==> src/rtl/mixed_clock_fifo.sv <==
// Circular FIFO with arbitrary depth, occupancy count, full/empty flags,
// a registered read port and a synchronous flush that clears all storage.
module mixed_clock_fifo #(
   parameter int unsigned CAPACITY  = 3,
   parameter int unsigned BIT_WIDTH = 8
) (
   output logic [BIT_WIDTH-1:0]               data_out,
   output logic [$clog2(CAPACITY+1)-1:0]      population,
   output logic                               full,
   output logic                               empty,
   input  logic [BIT_WIDTH-1:0]               data_in,
   input  logic                               enqueue,
   input  logic                               dequeue,
   input  logic                               flush,
   input  logic                               clock,
   input  logic                               reset_n
);

   localparam int unsigned PTR_W = (CAPACITY > 1) ? $clog2(CAPACITY) : 1;
   localparam int unsigned CNT_W = $clog2(CAPACITY+1);
   localparam logic [PTR_W-1:0] LAST_SLOT = PTR_W'(CAPACITY - 1);
   localparam logic [CNT_W-1:0] CAP_CNT   = CNT_W'(CAPACITY);

   logic [BIT_WIDTH-1:0] buffer [0:CAPACITY-1];
   logic [PTR_W-1:0]     wr_ptr;
   logic [PTR_W-1:0]     rd_ptr;
   logic                 enq_ok;
   logic                 deq_ok;

   assign full   = (population == CAP_CNT);
   assign empty  = (population == '0);
   // Acceptance uses only the pre-edge flags, so a full FIFO rejects writes
   // even when a read frees a slot on the same edge.
   assign enq_ok = enqueue && !full;
   assign deq_ok = dequeue && !empty;

   always_ff @(posedge clock or negedge reset_n) begin
      if (!reset_n) begin
         data_out   <= '0;
         population <= '0;
         wr_ptr     <= '0;
         rd_ptr     <= '0;
         for (int i = 0; i < int'(CAPACITY); i++) buffer[i] <= '0;
      end else if (flush) begin
         data_out   <= '0;
         population <= '0;
         wr_ptr     <= '0;
         rd_ptr     <= '0;
         for (int i = 0; i < int'(CAPACITY); i++) buffer[i] <= '0;
      end else begin
         if (enq_ok) begin
            buffer[wr_ptr] <= data_in;
            wr_ptr         <= (wr_ptr == LAST_SLOT) ? '0 : wr_ptr + PTR_W'(1);
         end
         if (deq_ok) begin
            data_out <= buffer[rd_ptr];
            rd_ptr   <= (rd_ptr == LAST_SLOT) ? '0 : rd_ptr + PTR_W'(1);
         end
         if (enq_ok && !deq_ok) begin
            population <= population + CNT_W'(1);
         end else if (deq_ok && !enq_ok) begin
            population <= population - CNT_W'(1);
         end
      end
   end

endmodule

==> config.mk <==
export PLATFORM = sky130hd
export DESIGN_NAME = mixed_clock_fifo
export DESIGN_NICKNAME = d
export VERILOG_FILES = /design/src/rtl/mixed_clock_fifo.sv
export SDC_FILE = /design/constraint.sdc
export NUM_CORES = 1
export LEC_CHECK = 0
export BUFFER_PORTS_ARGS = -buffer_cell sky130_fd_sc_hd__buf_2
export CORE_MARGIN = 5
export CORE_UTILIZATION = 55
export CTS_CLUSTER_DIAMETER = 100
export DETAILED_ROUTE_END_ITERATION = 6
export GPL_ROUTABILITY_DRIVEN = 0
export HOLD_SLACK_MARGIN = 0.02
export PLACE_DENSITY_LB_ADDON = 0.12
export SKIP_CTS_REPAIR_TIMING = 1
export SLEW_MARGIN = 20
export SYNTH_ARGS = -nofsm -noshare
export SYNTH_HDL_FRONTEND = slang
export SYNTH_SLANG_ARGS = --single-unit
==> constraint.sdc <==
create_clock -name clock -period 2 [get_ports clock]
set_input_delay 0.3 -clock clock [delete_from_list [all_inputs] [get_ports clock]]
set_output_delay 0.3 -clock clock [all_outputs]
set_load 0.01 [all_outputs]
# Yosys cells after proc, flatten, opt, wreduce, memory -nomap -nowiden
# Index checks and enable logic that the tools add are counted.
[totals]
regBits = 38
inputBits = 13
elab_cells = 51
[classes]
n_addsub = 4
n_lt_le_gt_ge = 3
n_eq_ne = 3
n_mux = 19
bitwise = 2
reduce_logical = 13
[op_table]
columns = ["cell", "n"]
rows = [
  ["$mux 24", 2],
  ["$mux 8", 5],
  ["$bwmux 24", 1],
  ["$mux 2", 9],
  ["$bmux 8 s2", 1],
  ["$demux 8 s2", 1],
  ["$add 2x1->2 const B", 3],
  ["$eq 2x2->1 const B", 3],
  ["$ge 3x3->1 const B", 2],
  ["$not 2->3", 2],
  ["$logic_and 1x1->1", 5],
  ["$logic_not 1->1", 4],
  ["$reduce_bool 2->1", 2],
  ["$lt 3x1->1 const B", 1],
  ["$reduce_bool 3->1", 1],
  ["$logic_not 2->1", 1],
  ["$sub 2x1->2 const B", 1],
]

# Longest topological paths before layout
# Gate-level depths: netlist of run 1.
[logic_depth]
depth_word = 8
mapped_depth = 5
ltp_nobuf = 3

# Worst setup path after synthesis of run 1
# OpenSTA, ideal clock, no wires.
[synth_timing]
path_type = "reg-to-reg"
from = "reg population[0]"
to = "reg buffer[10] (netlist bit)"
setup_ns = 0.068
t_arrival_ns = 1.381
t_required_ns = 1.932
path_slack_ns = 0.552
path_stages_with_launch = 5
period_less_slack_ns = 1.448
path_cell_list = "dfrtp_1 > and2_1 > buf_6 > nor4b_4 > a22o_1"
[synth_between]
elab_chain_cells = 4
[synth_lines]
columns = ["element", "line", "text"]
rows = [
  ["start, declared", "8", "output logic [$clog2(CAPACITY+1)-1:0] population,"],
  ["start signal, assigned", "60", "population <= population + CNT_W'(1);"],
  ["start signal, assigned", "62", "population <= population - CNT_W'(1);"],
  ["$eq 2x2->1", "30", "assign full = (population == CAP_CNT);"],
  ["net full", "9", "output logic full,"],
  ["$logic_not 1->1", "34", "assign enq_ok = enqueue && !full;"],
  ["$logic_and 1x1->1", "34", ""],
  ["$reduce_bool 2->1 (no line)", "n/a", ""],
  ["end signal, assigned by index", "52", "buffer[wr_ptr] <= data_in;"],
  ["end, declared", "24", "logic [BIT_WIDTH-1:0] buffer [0:CAPACITY-1];"],
]
# The timed path passes the listed nets, and every way through them passes these cells.
# A chain may end at the register's enable or synchronous reset.

# Worst setup path in the final report of run 1
[layout_timing]
from = "reg population[0]"
to = "out full"
[layout_between]
elab_chain_cells = 1
[layout_lines]
columns = ["element", "line"]
rows = [
  ["$eq 2x2->1", "30"],
  ["end, declared", "9"],
]
# No other way between the ends.

==> flow_summary.json, run 1 <==
{
  "status": "finished, final reports clean",
  "slew_headroom": 0.450,
  "yosys.area.top_type": "dfrtp_1",
  "layout_min_cycle_time_ns": 1.69,
  "synth_top_area_frac": 0.550,
  "cts_made_buffers": 5,
  "clk_latency_ns": 0.35,
  "cts_sinks": 38,
  "cap_viol_max_count": 0,
  "p_per_area_mw_per_mm2": 728,
  "arrival_ns": 1.39,
  "path_class": "reg2out",
  "yosysSeqAreaShare": 0.550,
  "clkSlewWorstSetupHoldPaths_ns": 0.11,
  "dieArea_sq_mm": 0.00437,
  "grt_max_degree": 39,
  "die_y_um": 66.1,
  "whs_ns": 0.0359,
  "post_synth_mux_area_share": 0.0644,
  "synth_edf_count": 0,
  "critical_path.max_fanout": 7,
  "max_freq_mhz": 591,
  "period_share": 0.845,
  "grt-ovfl-total": 0,
  "synthTopCellsByCount": "dfrtp_1, a22o_1, mux2i_1, o21ai_0, nand3b_1",
  "ir_drop_mv": 0.482,
  "routed_wl_um": 3560,
  "rsz0062_at_grt": "no",
  "vias": 1227,
  "synthSimpleGateAreaFrac": 0.128,
  "startpoint_type": "flip-flop",
  "synth_top_family_by_area": "compound AO/OA/AOI/OAI gates",
  "antennaDiodeCount": 0,
  "syn_inst": 138,
  "drt-initial-drc-count": 107,
  "syn_nets": 151,
  "cp.required_ns": 1.70,
  "dpl_cell_area_sq_mm": 0.00190,
  "synth_cell_type_count": 26,
  "cts_root_buf": "clkbuf_4",
  "dp_cells": 203,
  "grt_usage": 0.192,
  "rows": 20,
  "synth_area_sq_mm": 0.00173,
  "synth-seq-cells": 38,
  "hold_class": "in2async",
  "worst_pin_slew_ns": 0.825,
  "layout.cells.non_filler": 211,
  "synthArstFlopShare": 1.00,
  "nNetsFinal": 179,
  "skew_ns": 0.00482,
  "ys_warn_count": 0,
  "worst-r2r-cell-count": 3,
  "synth-compound-area-share": 0.232,
  "drc": 0,
  "hpwl_um": 2520,
  "post-route-util": 0.648,
  "core_area_sq_mm": 0.00303,
  "io_buffers": 24,
  "start_util": 0.571,
  "cts_tree": "built",
  "p_total_mw": 1.43,
  "fin_tns_setup_ns": 0,
  "synth_xor_area_frac": 0,
  "h-tree-depth": 2,
  "layout_setup_ws_ns": 0.309,
  "ant_nets": 0,
  "cts_buffer_depth": 2,
  "setup_violations": 0,
  "pre_cts_slack_ns": 0.369,
  "firstDrtPassIters": 4,
  "slew_violations": 0,
  "design_area_sq_mm": 0.00196,
  "avgSynthCellArea_sq_um": 12.5,
  "yosys.cell_count.top_type": "dfrtp_1",
  "leakage_nw": 0.927,
  "wl_per_cell_um": 16.9,
  "io_pins": 25,
  "hold_viol": 0,
  "viasPerCell": 5.82,
  "antenna_found_initial": 0,
  "netlist_top_cells_area": "dfrtp_1, a22o_1, mux2i_1",
  "fp.dieW_um": 66.1,
  "grt_pass1_vias": 1254,
  "areaGrowthSynthToFinish_pct": 13.5,
  "grt_pass1_wl_um": 6220,
  "synth_ff_type": "dfrtp_1",
  "critPathCaptureType": "primary output",
  "drive_above_1_share": 0.263,
  "yosys.area_share.adder": 0
}
[flip-flops by register name, indices dropped and copies added, names as in the netlist]
signal,count
buffer,24
data_out,8
population,2
rd_ptr,2
wr_ptr,2
[report_power, final]
part	switching, mW	leakage (nW)	internal [mW]
clock	0.258	0.0343	0.169
sequential	0.0342	0.521	0.799
combinational	0.0966	0.371	0.0708
total	0.389	0.927	1.04
[kinds of logic after synthesis]
logic type,after synthesis
buf+inv,9
mux,11
simple gates,28
compound gates,52
flops,38
[worst max-delay path, cell delays in order (launching register included)]
cell and delay (ns):
dfrtp_1 0.48, and2_1 0.37, buf_2 0.20
[cell usage in the layout (no fill, tap or decap), types with 2 or more instances in the layout]
master    netlist  layout
o21ai_0        10      10
buf_2           2      24
a22o_1         32      32
dfrtp_1        38      38
a21o_1          2       2
nand2b_1        6       6
a21oi_1         4       4
nor4_4          2       2
nor2_1          4       4
nor2b_1         3       3
buf_4           0       4
nand3b_1        7       7
nand2_1         2       2
clkbuf_4        0       5
mux2i_1        10      10
[area by class of cell]
class                   instances  area, sq um
fillers                       248         1070
clock inverters                 2         12.5
well taps                      44         55.1
multi-input cells              91          734
clock buffers                   6         51.3
flip-flops and latches         38          951
inverters                       2         7.51
repair buffers                 28          150
[routing by layer]
| metal | vias up | share of wire | track usage |
|---|---|---|---|
| li1 | 578 | - | - |
| met1 | 609 | 0.45 | 0.252 |
| met2 | 32 | 0.48 | 0.308 |
| met3 | 8 | 0.052 | 0.0527 |
| met4 | 0 | 0.012 | 0.0660 |
| met5 | - | 0 | 0 |
[final timing paths]
| check | start | to | slack [ns] |
|---|---|---|---|
| worst min register to register | data_out[6] | data_out[6] | 0.51 |
| worst max register to register | population[0] | buffer[9] | 0.38 |
| max in group asynchronous | reset_n | data_out[2] | 1.45 |
| worst max-delay path | population[0] | full | 0.31 |
| worst min-delay path | reset_n | data_out[3] | 0.04 |
| min in group clock | data_in[7] | buffer[15] | 0.20 |
Power figures use the tool's default switching activity.
==> run 2: changes to the inputs <==
--- a/config.mk
+++ b/config.mk
@@ -5,9 +5,10 @@
 export SDC_FILE = /design/constraint.sdc
 export NUM_CORES = 1
 export LEC_CHECK = 0
+export ABC_AREA = 1
 export BUFFER_PORTS_ARGS = -buffer_cell sky130_fd_sc_hd__buf_2
 export CORE_MARGIN = 5
-export CORE_UTILIZATION = 55
+export CORE_UTILIZATION = 50
 export CTS_CLUSTER_DIAMETER = 100
 export DETAILED_ROUTE_END_ITERATION = 6
 export GPL_ROUTABILITY_DRIVEN = 0
==> constraint.sdc (replaced) <==
create_clock -name clock -period 1.5 [get_ports clock]
set_input_delay 0.225 -clock clock [delete_from_list [all_inputs] [get_ports clock]]
set_output_delay 0.225 -clock clock [all_outputs]
set_load 0.01 [all_outputs]
==> run 2 against run 1 <==
- critical path depth up 1
- via count increased by 22%
- worst hold slack gained 0.073 ns
- synthesized cell count up 54%
- first-iteration DRC count rose by 1.9%
- sequential share of layout area down 3.2 points
- setup slack worse by 0.22 ns
- utilization is 2.8 points lower
- area after synthesis up 3.3%
- clock-buffer cell count is the same
- critical path type unchanged
==> flow_summary.json, run 2 <==
{
  "routed_wl_um": 3950,
  "wl_per_cell_um": 13.5,
  "ir_drop_mv": 0.593,
  "die_y_um": 69.8,
  "synthTopCellsByCount": "nand2_1, dfrtp_1, nand3_1, inv_1, o21ai_0",
  "dieArea_sq_mm": 0.00487,
  "synth_area_sq_mm": 0.00179,
  "synth_cell_type_count": 21,
  "leakage_nw": 1.09,
  "drc": 0,
  "pwr-share-comb": 0.139,
  "startpoint_type": "flip-flop",
  "avgSynthCellArea_sq_um": 8.43,
  "top_register": "buffer",
  "slew_violations": 0,
  "areaGrowthSynthToFinish_pct": 17.6,
  "core_area_sq_mm": 0.00339,
  "slew_headroom": 0.694,
  "h-tree-depth": 2,
  "p_per_area_mw_per_mm2": 1000,
  "final_common_cell": "nand2_1",
  "grt_max_degree": 21,
  "dp_cells": 285,
  "synthArstFlopShare": 1.00,
  "critPathCaptureType": "primary output",
  "cts_buffer_depth": 2,
  "ant_nets": 0,
  "firstDrtPassIters": 4,
  "cts_made_buffers": 5,
  "critical_path.max_fanout": 7,
  "clk_latency_ns": 0.34,
  "yosys.cell_count.top_type": "nand2_1",
  "grt_pass1_wl_um": 6690,
  "wl_met1_um": 1830,
  "fin_tns_setup_ns": 0,
  "antenna_found_initial": 0,
  "dr_wl_met2_um": 1890,
  "swShare": 0.261,
  "start_util": 0.527,
  "whs_ns": 0.109,
  "synth_ff_type": "dfrtp_1",
  "internal-power_mw": 1.55,
  "setup_violations": 0,
  "layout_min_cycle_time_ns": 1.41,
  "max_stage_delay_ns": 0.51,
  "rows": 21,
  "synth-seq-cells": 38,
  "io_buffers": 24,
  "yosysSeqAreaShare": 0.532,
  "cts_sinks": 38,
  "drt-initial-drc-count": 109,
  "viasPerCell": 5.12,
  "hold_viol": 0,
  "met3WireLength_um": 196,
  "p_total_mw": 2.10,
  "arrival_ns": 1.18,
  "worst_pin_slew_ns": 0.458,
  "syn_nets": 225,
  "status": "finished, final reports clean",
  "ys_warn_count": 0,
  "layout.cells.non_filler": 293,
  "hpwl_um": 2790,
  "max_freq_mhz": 710,
  "switchingPower_uw": 550,
  "final_cell_mix": "nand2_1, dfrtp_1, nand3_1",
  "clkPwrFrac": 0.342,
  "pre_cts_slack_ns": 0.210,
  "top_layer": "met4",
  "fp.dieW_um": 69.8,
  "seqPwrFrac": 0.519,
  "cts_root_buf": "clkbuf_4",
  "fillers": 307,
  "synth_edf_count": 0,
  "period_share": 0.939,
  "drive_above_1_share": 0.206,
  "grt_pass1_vias": 1398,
  "cp_cell_sequence": "nand2_2 > inv_1 > buf_2",
  "cts_tree": "built",
  "skew_ns": 0.0135,
  "reg_top3": "buffer: 24 flops, data_out: 8 flops",
  "nNetsFinal": 260,
  "cap_viol_max_count": 0,
  "crit_slowest_cell": "dfrtp_1",
  "synth_top_area_frac": 0.532,
  "yosys.area.top_type": "dfrtp_1",
  "grt-ovfl-total": 0,
  "syn_inst": 212,
  "cp.required_ns": 1.27,
  "hold_class": "in2reg",
  "path_class": "reg2out",
  "io_pins": 25,
  "grt_usage": 0.172,
  "vias": 1500,
  "netlist_top_cells_area": "dfrtp_1, nand2_1, nand3_1",
  "layout_setup_ws_ns": 0.0909,
  "largest_register_ffs": 24,
  "antennaDiodeCount": 0,
  "rsz0062_at_grt": "no",
  "clkSlewWorstSetupHoldPaths_ns": 0.12
}
## run 2: cell count changes after synthesis, sizes merged, moves of 3 or more
cell / previous run / this run
a22o: 32 / 0
nand3b: 7 / 0
nor2b: 3 / 0
nand3: 0 / 25
mux2i: 10 / 0
nand2b: 6 / 0
o21ai: 10 / 17
nor2: 4 / 10
o211ai: 0 / 5
inv: 2 / 18
nand2: 2 / 88
clkbuf: 4 / 0
a21oi: 4 / 1
## run 2: final timing paths
kind | slack [ns] | depth (start not counted) | to | startpoint
worst max-delay path | 0.09 | 3 | full | population[1]
worst min-delay path | 0.11 | 3 | buffer[19] | data_in[3]
worst max register to register | 0.17 | 5 | buffer[16] | population[1]
worst min register to register | 0.48 | 2 | data_out[0] | data_out[0]
max in group asynchronous | 0.68 | 3 | wr_ptr[1] | reset_n
min in group asynchronous | 0.34 | 2 | rd_ptr[0] | reset_n
## run 2: metal layers
metal,track usage,vias to the layer above
met5,0,-
met4,0.0532,0
met3,0.0391,7
met2,0.259,37
met1,0.245,708
li1,-,748
## run 2: cell type report
cell class,count,area (sq um),area share
Tap cell,46,57.6,0.0274
Multi-Input combinational cell,151,741,0.353
Clock inverter,1,30.0,0.0143
Sequential cell,38,951,0.453
Clock buffer,6,51.3,0.0244
Inverter,18,67.6,0.0322
Timing Repair Buffer,33,203,0.0965
## run 2: metrics by stage
step | instance area, sq um | utilization
after floorplan | 1790 | -
after global placement | 2000 | 0.591
after detailed placement | 2000 | 0.591
after CTS | 2090 | 0.615
after global routing | 2100 | 0.620
final | 2100 | 0.620
## run 2: power groups by stage
stage	clock network, mW	logic, mW	registers [mW]
floorplan	0	0.161	1.12
global placement	0	0.290	1.11
detailed placement	0	0.291	1.11
CTS	0.726	0.292	1.09
global route	0.785	0.329	1.10
finish	0.720	0.294	1.09
## run 2: logic make-up after synthesis
family          count (synthesis)  synth area share
simple gates                  125             0.325
buf+inv                        23            0.0560
flops                          38             0.532
compound gates                 26            0.0868
## run 2: critical path: cells and delay by family, from the launching register on
| kind | cells | cell delay, ns |
|---|---|---|
| simple gates | 1 | 0.14 |
| flops | 1 | 0.51 |
| buf+inv | 2 | 0.19 |
==> run 3: changes to the inputs <==
--- a/config.mk
+++ b/config.mk
@@ -8,7 +8,7 @@
 export ABC_AREA = 1
 export BUFFER_PORTS_ARGS = -buffer_cell sky130_fd_sc_hd__buf_2
 export CORE_MARGIN = 5
-export CORE_UTILIZATION = 50
+export CORE_UTILIZATION = 60
 export CTS_CLUSTER_DIAMETER = 100
 export DETAILED_ROUTE_END_ITERATION = 6
 export GPL_ROUTABILITY_DRIVEN = 0
==> constraint.sdc (replaced) <==
create_clock -name clock -period 1.69 [get_ports clock]
set_input_delay 0.2535 -clock clock [delete_from_list [all_inputs] [get_ports clock]]
set_output_delay 0.2535 -clock clock [all_outputs]
set_load 0.01 [all_outputs]
==> run 3 against run 2 <==
- utilization is 11 points higher
- non-clock buffer count shrank 3
- sequential cell count did not move
- combinational power shrank 18%
- critical endpoint is now empty
- cell count shrank 5.8%
- register-to-register slack better by 0.14 ns
==> flow_summary.json, run 3 (synthesized netlist as in run 2, its figures left out) <==
{
  "antennaDiodeCount": 0,
  "io_buffers": 24,
  "h-tree-depth": 2,
  "status": "finished, final reports clean",
  "setup.worst_path.start": "population[1]",
  "ir_drop_mv": 0.737,
  "viasPerCell": 5.49,
  "clkSlewWorstSetupHoldPaths_ns": 0.12,
  "final_common_cell": "nand2_1",
  "cts_made_buffers": 5,
  "die_y_um": 64.6,
  "largest_register_ffs": 24,
  "vias": 1514,
  "path_class": "reg2out",
  "firstDrtPassIters": 4,
  "grt-ovfl-total": 0,
  "setup_violations": 0,
  "clk_latency_ns": 0.35,
  "p_per_area_mw_per_mm2": 895,
  "min_from": "dequeue",
  "grt_max_degree": 39,
  "grt_pass1_wl_um": 7050,
  "drt-initial-drc-count": 139,
  "critPathCaptureType": "primary output",
  "rsz0062_at_grt": "no",
  "areaGrowthSynthToFinish_pct": 14.1,
  "slew_headroom": 0.575,
  "nNetsFinal": 257,
  "top_register": "buffer",
  "reg_top3": "buffer: 24 flops, data_out: 8 flops",
  "cts_sinks": 38,
  "rows": 19,
  "fin_tns_setup_ns": 0,
  "internal-power_mw": 1.33,
  "drive_above_1_share": 0.200,
  "fp.dieW_um": 64.6,
  "hold_class": "in2reg",
  "switchingPower_uw": 494,
  "startpoint_type": "flip-flop",
  "start_util": 0.637,
  "cap_viol_max_count": 0,
  "ant_nets": 0,
  "cp.required_ns": 1.44,
  "arrival_ns": 1.23,
  "skew_ns": 0.0137,
  "worst_pin_slew_ns": 0.637,
  "hold_viol": 0,
  "layout_min_cycle_time_ns": 1.49,
  "grt_usage": 0.221,
  "hpwl_um": 2860,
  "core_area_sq_mm": 0.00281,
  "drc": 0,
  "leakage_nw": 1.07,
  "reg2reg_from": "population[0]",
  "critical_path.max_fanout": 7,
  "wl_per_cell_um": 14.4,
  "clkPwrFrac": 0.333,
  "cts_tree": "built",
  "dieArea_sq_mm": 0.00417,
  "whs_ns": 0.115,
  "seqPwrFrac": 0.535,
  "cts_root_buf": "clkbuf_4",
  "final_cell_mix": "nand2_1, dfrtp_1, nand3_1",
  "cts_buffer_depth": 2,
  "max_freq_mhz": 672,
  "period_share": 0.881,
  "io_pins": 25,
  "pwr-share-comb": 0.132,
  "routed_wl_um": 3970,
  "antenna_found_initial": 0,
  "post-route-util": 0.727,
  "slew_violations": 0,
  "grt_pass1_vias": 1462,
  "reg2reg_setup_slack_ns": 0.31,
  "swShare": 0.271
}
run 3: cell count changes in the layout (fill, tap and decap cells not counted):
cell | previous run | this run
clkbuf_8 | 1 | 0
buf_4 | 7 | 5
nor2_2 | 2 | 3
nor2_4 | 3 | 2
buf_12 | 1 | 0
clkinv_2 | 0 | 2
run 3: final timing paths:
path                                       to  cells after the start
worst max register to register     buffer[14]                      5
worst min register to register      buffer[5]                      2
worst max-delay path                    empty                      2
worst min-delay path            population[1]                      2
min in group asynchronous       population[1]                      3
max in group asynchronous           wr_ptr[0]                      3
run 3: power groups by stage:
stage          Combinational, mW  Clock, mW  Sequential (mW)
2_1_floorplan              0.143          0            0.990
3_3_place_gp               0.232          0            0.989
3_5_place_dp               0.240          0            0.993
4_1_cts                    0.242      0.621            0.975
5_1_grt                    0.272      0.680            0.981
6_report                   0.240      0.608            0.976
run 3: final cells by class:
class	count	area, sq um
inverters	18	67.6
clock buffers	5	37.5
clock inverters	3	40.0
multi-input cells	151	736
well taps	31	38.8
flip-flops and latches	38	951
repair buffers	30	168
fillers	229	767
run 3: per-layer routing:
layer	share of wire	GRT usage	vias up	wire length, um
li1	-	-	745	-
met4	0.0086	0.0739	0	34
met1	0.45	0.298	709	1770
met5	0	0	-	0
met3	0.068	0.0518	3	270
met2	0.48	0.352	57	1900
run 3: worst max-delay path: stages (launching register included):
cell and delay, ns:
dfrtp_1 0.49, nor2_2 0.23, buf_2 0.17
run 3: metrics by stage:
stage / instances / power (mW) / area, sq um / setup slack, ns
global placement: 267 / 1.22 / 1950 / 0.294
global route: 276 / 1.93 / 2040 / 0.144
floorplan: 212 / 1.13 / 1790 / 0.503
CTS: 275 / 1.84 / 2030 / 0.200
finish: 276 / 1.82 / 2040 / 0.202
detailed placement: 267 / 1.23 / 1950 / 0.298
